## src/rtl/icache_sa_if.sv

```systemverilog
// -----------------------------------------------------------------------------
// icache_sa_if -- refill bus between the instruction cache and backing memory.
//
// Signals:
//   mem_bus_address  cache -> mem  32   line-aligned refill address
//   mem_read_start   cache -> mem  1    refill request (held for the whole refill)
//   mem_bus_data     mem -> cache  128  refill line, word k at bits [32k+31:32k]
//   mem_read_rdy     mem -> cache  1    refill line valid this cycle
//
// Modports: master = cache side, slave = memory side.
// -----------------------------------------------------------------------------
interface icache_sa_if;
    logic [31:0]  mem_bus_address;
    logic         mem_read_start;
    logic [127:0] mem_bus_data;
    logic         mem_read_rdy;

    modport master (
        output mem_bus_address,
        output mem_read_start,
        input  mem_bus_data,
        input  mem_read_rdy
    );

    modport slave (
        input  mem_bus_address,
        input  mem_read_start,
        output mem_bus_data,
        output mem_read_rdy
    );
endinterface

```

## src/rtl/icache_sa.sv

```systemverilog
// -----------------------------------------------------------------------------
// icache_sa -- two-way set-associative instruction cache, 128-bit lines.
//
// Ports:
//   clk         in   1    clock, rising edge
//   reset       in   1    asynchronous, active-low
//   cs          in   1    lookup enable
//   address     in   32   fetch byte address (bits [1:0] ignored)
//   data        out  32   fetched word, 0 when not hitting
//   hit         out  1    combinational hit, data valid this cycle
//   invalidate  in   1    clear all lines (fence.i)
//   busy        out  1    refill outstanding
//   mem         icache_sa_if.master   refill bus
//   hit_count   out  32   saturating hit-cycle counter   (ICACHE_PERF_CNT_EN)
//   miss_count  out  32   saturating refill-start counter (ICACHE_PERF_CNT_EN)
//
// Configuration macro: ICACHE_PERF_CNT_EN adds the performance counters.
// Parameter SETS: number of sets, power of two, at least 2.
// -----------------------------------------------------------------------------
module icache_sa #(
    parameter int unsigned SETS = 16
) (
    input  logic               clk,
    input  logic               reset,
    input  logic               cs,
    input  logic [31:0]        address,
    output logic [31:0]        data,
    output logic               hit,
    input  logic               invalidate,
    output logic               busy,
    icache_sa_if.master        mem
`ifdef ICACHE_PERF_CNT_EN
    ,
    output logic [31:0]        hit_count,
    output logic [31:0]        miss_count
`endif
);

    localparam int unsigned IDX_W = $clog2(SETS);
    localparam int unsigned TAG_W = 28 - IDX_W;

    typedef enum logic {
        IDLE,
        REFILL
    } state_t;

    state_t state, state_next;

    // Lookup address fields
    logic [1:0]       off;
    logic [IDX_W-1:0] idx;
    logic [TAG_W-1:0] tag;
    logic [1:0]       unused_addr;

    assign off         = address[3:2];
    assign idx         = address[4 +: IDX_W];
    assign tag         = address[31 -: TAG_W];
    assign unused_addr = address[1:0];

    // Storage: tag/data arrays are not reset, valid and LRU are
    logic [TAG_W-1:0] tag_mem  [2][SETS];
    logic [127:0]     data_mem [2][SETS];
    logic [SETS-1:0]  valid0, valid1;
    logic [SETS-1:0]  lru;              // per set: way to evict next

    // Refill bookkeeping
    logic [27:0]      line_addr;
    logic             inv_pending;      // invalidate seen during this refill
    logic             line_load;
    logic             install;

    logic [IDX_W-1:0] r_idx;
    logic [TAG_W-1:0] r_tag;
    logic             victim;

    assign r_idx = line_addr[IDX_W-1:0];
    assign r_tag = line_addr[27 -: TAG_W];

    // ---------------- lookup ----------------
    logic [1:0]   way_hit;
    logic         lookup_en;
    logic [127:0] hit_line;

    assign way_hit[0] = valid0[idx] && (tag_mem[0][idx] == tag);
    assign way_hit[1] = valid1[idx] && (tag_mem[1][idx] == tag);
    assign lookup_en  = cs && (state == IDLE) && !invalidate;
    assign hit        = lookup_en && (|way_hit);

    always_comb begin
        hit_line = way_hit[0] ? data_mem[0][idx] : data_mem[1][idx];
        data     = '0;
        if (hit) begin
            data = hit_line[{off, 5'b0} +: 32];
        end
    end

    // Victim: first invalid way (way0 preferred), else the LRU way
    always_comb begin
        if (!valid0[r_idx]) begin
            victim = 1'b0;
        end else if (!valid1[r_idx]) begin
            victim = 1'b1;
        end else begin
            victim = lru[r_idx];
        end
    end

    // ---------------- FSM ----------------
    always_ff @(posedge clk or negedge reset) begin
        if (!reset) begin
            state <= IDLE;
        end else begin
            state <= state_next;
        end
    end

    always_comb begin
        state_next = state;
        line_load  = 1'b0;
        install    = 1'b0;
        case (state)
            IDLE: begin
                if (cs && !hit && !invalidate) begin
                    state_next = REFILL;
                    line_load  = 1'b1;
                end
            end
            REFILL: begin
                if (mem.mem_read_rdy) begin
                    state_next = IDLE;
                    // Handshake always completes; the line is dropped if an
                    // invalidate overlapped any part of the refill.
                    install    = !invalidate && !inv_pending;
                end
            end
            default: state_next = IDLE;
        endcase
    end

    // ---------------- control state ----------------
    always_ff @(posedge clk or negedge reset) begin
        if (!reset) begin
            line_addr   <= '0;
            inv_pending <= 1'b0;
            valid0      <= '0;
            valid1      <= '0;
            lru         <= '0;
        end else begin
            if (line_load) begin
                line_addr   <= address[31:4];
                inv_pending <= 1'b0;
            end else if ((state == REFILL) && invalidate) begin
                inv_pending <= 1'b1;
            end

            // After a hit, evict the other way next time
            if (hit) begin
                lru[idx] <= way_hit[0];
            end

            if (install) begin
                if (victim) begin
                    valid1[r_idx] <= 1'b1;
                end else begin
                    valid0[r_idx] <= 1'b1;
                end
                lru[r_idx] <= ~victim;
            end

            if (invalidate) begin
                valid0 <= '0;
                valid1 <= '0;
            end
        end
    end

    // install is only possible in REFILL, which reset forces away
    always_ff @(posedge clk) begin
        if (install) begin
            tag_mem[victim][r_idx]  <= r_tag;
            data_mem[victim][r_idx] <= mem.mem_bus_data;
        end
    end

    // ---------------- outputs ----------------
    assign busy                = (state == REFILL);
    assign mem.mem_read_start  = busy;
    assign mem.mem_bus_address = {line_addr, 4'b0};

`ifdef ICACHE_PERF_CNT_EN
    always_ff @(posedge clk or negedge reset) begin
        if (!reset) begin
            hit_count  <= '0;
            miss_count <= '0;
        end else begin
            if (hit && (hit_count != '1)) begin
                hit_count <= hit_count + 32'd1;
            end
            if (line_load && (miss_count != '1)) begin
                miss_count <= miss_count + 32'd1;
            end
        end
    end
`endif

endmodule

```

## src/flat_wrapper.sv

```systemverilog
// flat-port wrapper written by rule: the top's interface ports become plain ports
module icache_sa_flat 
#(
    parameter int unsigned SETS = 16
)
  (clk, reset, cs, address, data, hit, invalidate, busy, mem_mem_bus_address, mem_mem_read_start, mem_mem_bus_data, mem_mem_read_rdy);
  icache_sa_if mem_i ();
  input  logic clk;
  input  logic reset;
  input  logic cs;
  input  logic [31:0] address;
  output logic [31:0] data;
  output logic hit;
  input  logic invalidate;
  output logic busy;
  output wire logic [$bits(mem_i.mem_bus_address)-1:0] mem_mem_bus_address;
  output wire logic [$bits(mem_i.mem_read_start)-1:0] mem_mem_read_start;
  input wire logic [$bits(mem_i.mem_bus_data)-1:0] mem_mem_bus_data;
  input wire logic [$bits(mem_i.mem_read_rdy)-1:0] mem_mem_read_rdy;
  assign mem_mem_bus_address = mem_i.mem_bus_address;
  assign mem_mem_read_start = mem_i.mem_read_start;
  assign mem_i.mem_bus_data = mem_mem_bus_data;
  assign mem_i.mem_read_rdy = mem_mem_read_rdy;
  icache_sa #(.SETS(SETS)) u_core (.clk(clk), .reset(reset), .cs(cs), .address(address), .data(data), .hit(hit), .invalidate(invalidate), .busy(busy), .mem(mem_i));
endmodule
```

## config.mk

```make
export PLATFORM = sky130hd
export DESIGN_NAME = icache_sa_flat
export DESIGN_NICKNAME = d
export VERILOG_FILES = /design/src/rtl/icache_sa_if.sv /design/src/rtl/icache_sa.sv /design/src/flat_wrapper.sv
export SDC_FILE = /design/constraint.sdc
export NUM_CORES = 2
export LEC_CHECK = 0
export BUFFER_PORTS_ARGS = -buffer_cell sky130_fd_sc_hd__buf_2
export CORE_MARGIN = 5
export CORE_UTILIZATION = 50
export DETAILED_ROUTE_END_ITERATION = 7
export PLACE_DENSITY = 0.68
export SYNTH_ARGS = -nofsm -noshare
export SYNTH_HDL_FRONTEND = slang
export SYNTH_MEMORY_MAX_BITS = 65536
export SYNTH_SLANG_ARGS = --single-unit
```

## constraint.sdc

```tcl
create_clock -name clk -period 8.8 [get_ports clk]
set_clock_uncertainty 0.15 [all_clocks]
set_input_delay 0.44 -clock clk [delete_from_list [all_inputs] [get_ports clk]]
set_output_delay 0.44 -clock clk [all_outputs]
set_load 0.03 [all_outputs]
```

# Word level (Yosys, flattened, before mapping)

Memory sizes are Yosys's and may differ from the RTL's.
Cells that the tools add are included.

Bits in registers: 78
Latch bits: 0
Memory bits (writable): 4864
Bits in read-only memories: 0
Input port bits: 165
Output and inout bits: 67
Logic and storage cells: 101
Memories: 2

Memory list:

| name            | words | bits a word | read ports | clocked after Yosys merged registers in | write ports | RTL line        | source |
|---|---|---|---|---|---|---|---|
| u_core.data_mem | 2     | 2048        | 2          | 0                                       | 1           | icache_sa.sv:62 | `logic [127:0] data_mem [2][SETS];` |
| u_core.tag_mem  | 2     | 384         | 2          | 0                                       | 1           | icache_sa.sv:61 | `logic [TAG_W-1:0] tag_mem [2][SETS];` |

Add/sub/neg operators: 0
Multipliers: 0
Div/mod/pow operators: 0
Order comparisons: 7
Equality and inequality tests: 3
Shift-type cells: 1
Muxes and demuxes: 55
Bitwise logic cells: 6
Reduce and logical (&&, ||, !) cells: 21

Operator list:

| kind                                                              | count |
|---|---|
| two-way mux 2048 bit                                              | 1 |
| binary-select mux 128 bit (select 4 bit)                          | 2 |
| two-way mux 128 bit                                               | 6 |
| demux 128 bit (select 4 bit)                                      | 1 |
| two-way mux 384 bit                                               | 1 |
| binary-select mux 24 bit (select 4 bit)                           | 2 |
| two-way mux 16 bit                                                | 8 |
| variable part select 128 x 8 -> 32 bit                            | 1 |
| two-way mux 24 bit                                                | 5 |
| demux 24 bit (select 4 bit)                                       | 1 |
| == test 24 bit                                                    | 2 |
| bitwise mux 16 bit                                                | 2 |
| two-way mux 32 bit                                                | 1 |
| OR 16 bit                                                         | 2 |
| binary-select mux 1 bit (select 4 bit)                            | 5 |
| two-way mux 1 bit                                                 | 17 |
| logical AND 1 bit                                                 | 12 |
| greater-or-equal comparator 5 bit, second input constant          | 2 |
| < comparator 4 x 5 -> 1 bit, second input constant                | 2 |
| NOT 4 -> 5 bit                                                    | 2 |
| demux 1 bit (select 4 bit)                                        | 2 |
| greater-or-equal comparator 4 x 1 -> 1 bit, second input constant | 2 |
| nonzero test 2 bit                                                | 3 |
| < comparator 5 x 1 -> 1 bit, second input constant                | 1 |
| 6 further kinds                                                   | 10 |

# Depth between registers and ports, before layout

Depth in word-level cells: 14
Depth in mapped cells: 17
Gate-level depth less buffers: 10

# Worst setup path after synthesis

No wires, ideal clock.

Path type: reg-to-reg
From: reg u_core.line_addr[0]
To: mem u_core.data_mem[0][256] (netlist bit), enable pin
Setup time: 0.669 ns
Arrival time: 8.742 ns
Data required time: 7.981 ns
Setup slack: -0.761 ns
Stages on the path, launching flop included: 11
Path buffers: 4
Clock period less this slack: 9.561 ns
Cell sequence: dfrtp_1 -> clkbuf_1 -> clkbuf_1 -> clkbuf_1 -> nand2_1 -> o221ai_1 -> o211ai_1 -> o2111ai_1 -> o41ai_1 -> clkbuf_1 -> nor2_1

Longest elaborated chain between the ends: 6
Elaborated cells between the ends (all ways): 15
Those cells by class: 2 x order compare; 11 x mux; 1 x bitwise; 1 x reduce/logical

RTL lines:

| item                                                                                                   | RTL line         | source |
|---|---|---|
| from (decl)                                                                                            | icache_sa.sv:67  | `logic [27:0] line_addr;` |
| from (signal assigned)                                                                                 | icache_sa.sv:150 | `line_addr <= address[31:4];` |
| NOT 4 -> 5 bit (not written as such)                                                                   | icache_sa.sv:181 | `data_mem[victim][r_idx] <= mem.mem_bus_data;` |
| greater-or-equal comparator 5 bit (not written as such) or < comparator 5 x 1 -> 1 bit (tied branches) | icache_sa.sv:181 |  |
| logical AND 1 bit (not written as such)                                                                | icache_sa.sv:181 |  |
| two-way mux 128 bit (not written as such)                                                              | icache_sa.sv:181 |  |
| demux 128 bit (select 4 bit)                                                                           | icache_sa.sv:181 |  |
| two-way mux 2048 bit (not written as such)                                                             | icache_sa.sv:181 |  |
| to (decl)                                                                                              | icache_sa.sv:62  |  |

Parallel ways exist; a longest one is shown, timed or not. The select of a mux whose other input is x is not followed.

# Worst setup path in the final report

From: in address[7]
To: out data[15]

Longest elaborated chain between the ends: 9
Elaborated cells between the ends (all ways): 26
Those cells by class: 2 x eq/ne; 1 x shift; 18 x mux; 1 x bitwise; 4 x reduce/logical

RTL lines:

| item                                                                        | RTL line                                          | source |
|---|---|---|
| from (decl)                                                                 | flat_wrapper.sv:11                                | `input logic [31:0] address;` |
| NOT 4 -> 5 bit (not written as such)                                        | icache_sa.sv:84, icache_sa.sv:85, icache_sa.sv:90 |  |
| binary-select mux 24 bit (select 4 bit) (on tied branches)                  | icache_sa.sv:84, icache_sa.sv:85                  |  |
| two-way mux 24 bit (on tied branches) (2 in a row)                          | icache_sa.sv:84, icache_sa.sv:85                  |  |
| == test 24 bit (on tied branches)                                           | icache_sa.sv:84, icache_sa.sv:85                  |  |
| logical AND 1 bit (on tied branches)                                        | icache_sa.sv:84, icache_sa.sv:85                  |  |
| two-way mux 128 bit or OR reduction 2 bit (tied branches)                   | icache_sa.sv:90, icache_sa.sv:87                  |  |
| variable part select 128 x 8 -> 32 bit or logical AND 1 bit (tied branches) | icache_sa.sv:93, icache_sa.sv:87                  |  |
| two-way mux 32 bit *                                                        | icache_sa.sv:92                                   | `if (hit) begin` |
| to (decl)                                                                   | flat_wrapper.sv:12                                | `output logic [31:0] data;` |

Mark *: on every way between the ends. The rest lies on a longest branch, timed or not. The select of a mux whose other input is x is not followed.

==> results by group <==
STA
  • Max Clock Freq: 0.129 GHz
  • Unrepaired setup endpoints after global routing: false
  • Final worst setup slack: 1.04 ns
  • Max-slew headroom: 8.97%
  • Final Cycle Share: 88.2%
  • Finish-stage setup viols: 0
  • Slew @ Worst Pin: 1.37 ns
  • Final hold vios: 0
  • Min Tclk post-route: 7.76 ns
  • Slew Viols, Final: 0

Setup path
  • Crit-path max cell delay: 0.70 ns
  • WP data arrival: 7.17 ns
  • CP Launch Type: primary input
  • Setup crit end kind: output pin
  • Crit-path slowest cell: nor4_1
  • Setup CP Type: in -> out
  • Worst-path cell chain: dlygate4sd3_1 > buf_6 > inv_8 > mux4_2 > xnor2_1 > o2111ai_1 > nor4_1 > o2111a_1 > a41oi_2 > or2_2 > buf_4 > a221o_1 > a221oi_2 > buf_2
  • Crit path max fanout: 67
  • CP Data Required Time: 8.21 ns

CTS
  • CTS Buf Count: 475
  • CTS Sinks: 4942
  • H-tree Lvls: 5
  • Clk slew on worst S/H paths: 0.06 ns
  • Setup Buffers After CTS: 0
  • Hold_buf cts: 158
  • Clock Tree Buf Depth: 4
  • Clk root buf: clkbuf_16
  • Clk_lat worst skew: 1.02 ns
  • Post-CTS sizing: 0
  • CTS tree: done

Placement
  • Dpl ws: 1.62 ns
  • Gpl congestion: 0.815
  • # port buffers: 225
  • Placed instance count: 12700
  • Hpwl dp: 244000 um

Floorplan
  • Die footprint: 0.392 sq mm
  • Die height: 626 um
  • Core area: 0.378 sq mm
  • Horiz. Die Dim: 626 um
  • # rows: 226
  • Starting Density: 50.1%
  • Io pins: 232

Route
  • DRT Pass-1 Iters: 5
  • Routed vias: 88800
  • DRT iter0 DRCs: 11800
  • # DRC: 0
  • Vias/cell: 6.47
  • Post-DRT Antenna Nets: 0
  • Detailed Route WL: 485000 um
  • WL/cell: 35.4 um

Synth
  • Synthesis-stage register bit count: 4942
  • Mux cell area share after synthesis: 18.9%
  • EDFF count, synth: 4864
  • Most used DFF post-synth: edfxtp_1
  • Yosys cell types: 74
  • Area contributors post-synth: edfxtp_1 77%, mux4_2 17%, mux2i_1 1.1%, dfrtp_1 1.0%, buf_2 0.38%
  • Synthesized instance count: 7617
  • Yosys warns: 0
  • Synth Area in Compound Gates: 1.01%
  • Mapped cell area: 0.190 sq mm
  • Synth top area share: 77.0%
  • Largest family of logic cells by synthesized area: multiplexers
  • Simple-gate share of the synthesized area: 0.604%
  • Async set-reset flop share out of synthesis: 1.58%
  • Synth Area in Adders: 0%
  • Synth Area in XOR/XNOR: 0.226%
  • Mean Syn Cell Area: 24.9 sq um
  • Post-synth top area cell: edfxtp_1
  • Sequential-to-total area share from yosys stat: 78.1%

Power and ir drop
  • Total power: 49.1 mW
  • Power per standard cell area: 229 mW/mm^2
  • Worst VDD drop: 0.179 mV
  • Static Leakage: 67.3 nW

Global routing
  • GRT Total Usage: 24.6%
  • Initial antenna violation count: 54
  • Largest net degree at the start of global routing: 131
  • First-pass GRT wire length: 685000 um
  • Total gr overflow: 0
  • Vias in the first global route: 90400

Job
  • Max-Cap Viols: 0

Layout
  • Most frequent cells in the layout: 4864 x edfxtp_1, 1467 x mux4_2, 476 x clkbuf_16
  • Commonest non-fill, non-tap cell in the layout: edfxtp_1
  • Filler instances: 26800
  • Area Growth Syn to Fin: 13.2%
  • Final core occ: 56.7%
  • Share of cells above drive strength 1: 31.3%
  • Final nets: 8434
  • Finished Layout Cells: 13700

Status
  • Status: completed

Min path
  • Hold Path Class: in -> reg
## final cells by class
type,count,area (sq um),share of cell area (%)
inverter,15,63.8,0.0297
clock buffer,569,12300,5.74
antenna,27,67.6,0.0315
multi-input combinational,2256,39700,18.5
timing repair buffer,579,4740,2.21
sequential,4942,148000,69.0
clock inverter,318,3410,1.59
tap,5016,6280,2.93
## through the flow
stage	cell area, sq um	setup TNS [ns]	hold slack, ns
floorplan	190000	-3006.99	-0.00559
global placement	197000	0	0.332
detailed placement	197000	0	0.356
CTS	214000	0	0.0282
global route	215000	0	0.0285
finish	215000	0	0.00961
## report_power, final
part           internal, mW  switching [mW]
clock                  11.7            8.77
combinational         0.940            1.28
sequential             26.2           0.294
## cell families (layout without fill, tap and decap cells)
kind of cell,count (synthesis),after routing
AOI/OAI and AO/OA,215,215
and+or+nand+nor,250,250
xor gates and xnor gates,49,49
buffers and inverters,422,1481
other,1,31
DFF,4942,4942
muxes,1738,1738
## worst paths after layout
check	to	cells after the start	from	slack, ns
min in group asynchronous	u_core.line_addr[6]	3	reset	0.64
hold / removal	u_core.line_addr[1]	2	address[5]	0.01
max in group asynchronous	u_core.valid1[7]	4	reset	6.69
setup / recovery	data[15]	14	address[7]	1.04
setup reg to reg	u_core.data_mem[1][1115]	6	u_core.line_addr[0]	3.62
hold reg to reg	u_core.lru[7]	2	u_core.lru[7]	0.38
## flip-flops by register name, summed over array words and instances (netlist names)
| name | cells |
|---|---|
| u_core.line_addr | 28 |
| u_core.valid0 | 16 |
| u_core.valid1 | 16 |
| u_core.data_mem | 4096 |
| u_core.inv_pending | 1 |
| u_core.lru | 16 |
| u_core.busy | 1 |
| u_core.tag_mem | 768 |
## synth_stat cells (all sizes together), types with 3 or more instances
library cell  count
edfxtp         4864
mux4           1471
buf             235
mux2i           211
clkbuf          156
nor2            126
dfrtp            78
nand2            57
mux2             56
a221oi           45
xnor2            36
a221o            34
a21oi            24
dlygate4sd1      16
inv              15
o22ai            15
a22oi            14
nor2b            14
a211o            13
xor2             13
a31oi            11
nand2b            9
o221ai            9
nor3              8
nor4              8
o21ai             8
o211ai            7
and2              6
a211oi            5
and3              4
nand3             4
nand4             4
o31ai             4
a22o              3
o2111ai           3
o32ai             3
## metal layers
layer | GRT usage, % | routed length, um
met3 | 4.91 | 46100
met5 | 0 | 95
met4 | 6.94 | 15100
met2 | 40.3 | 240000
met1 | 34.2 | 184000
## critical path: cells and delay by family
kind / cells / cell delay, ns
compound gates: 5 / 1.95
xor+xnor: 1 / 0.33
buf+inv: 5 / 2.27
mux: 1 / 0.62
simple gates: 2 / 1.36
Power figures use the tool's default switching activity.
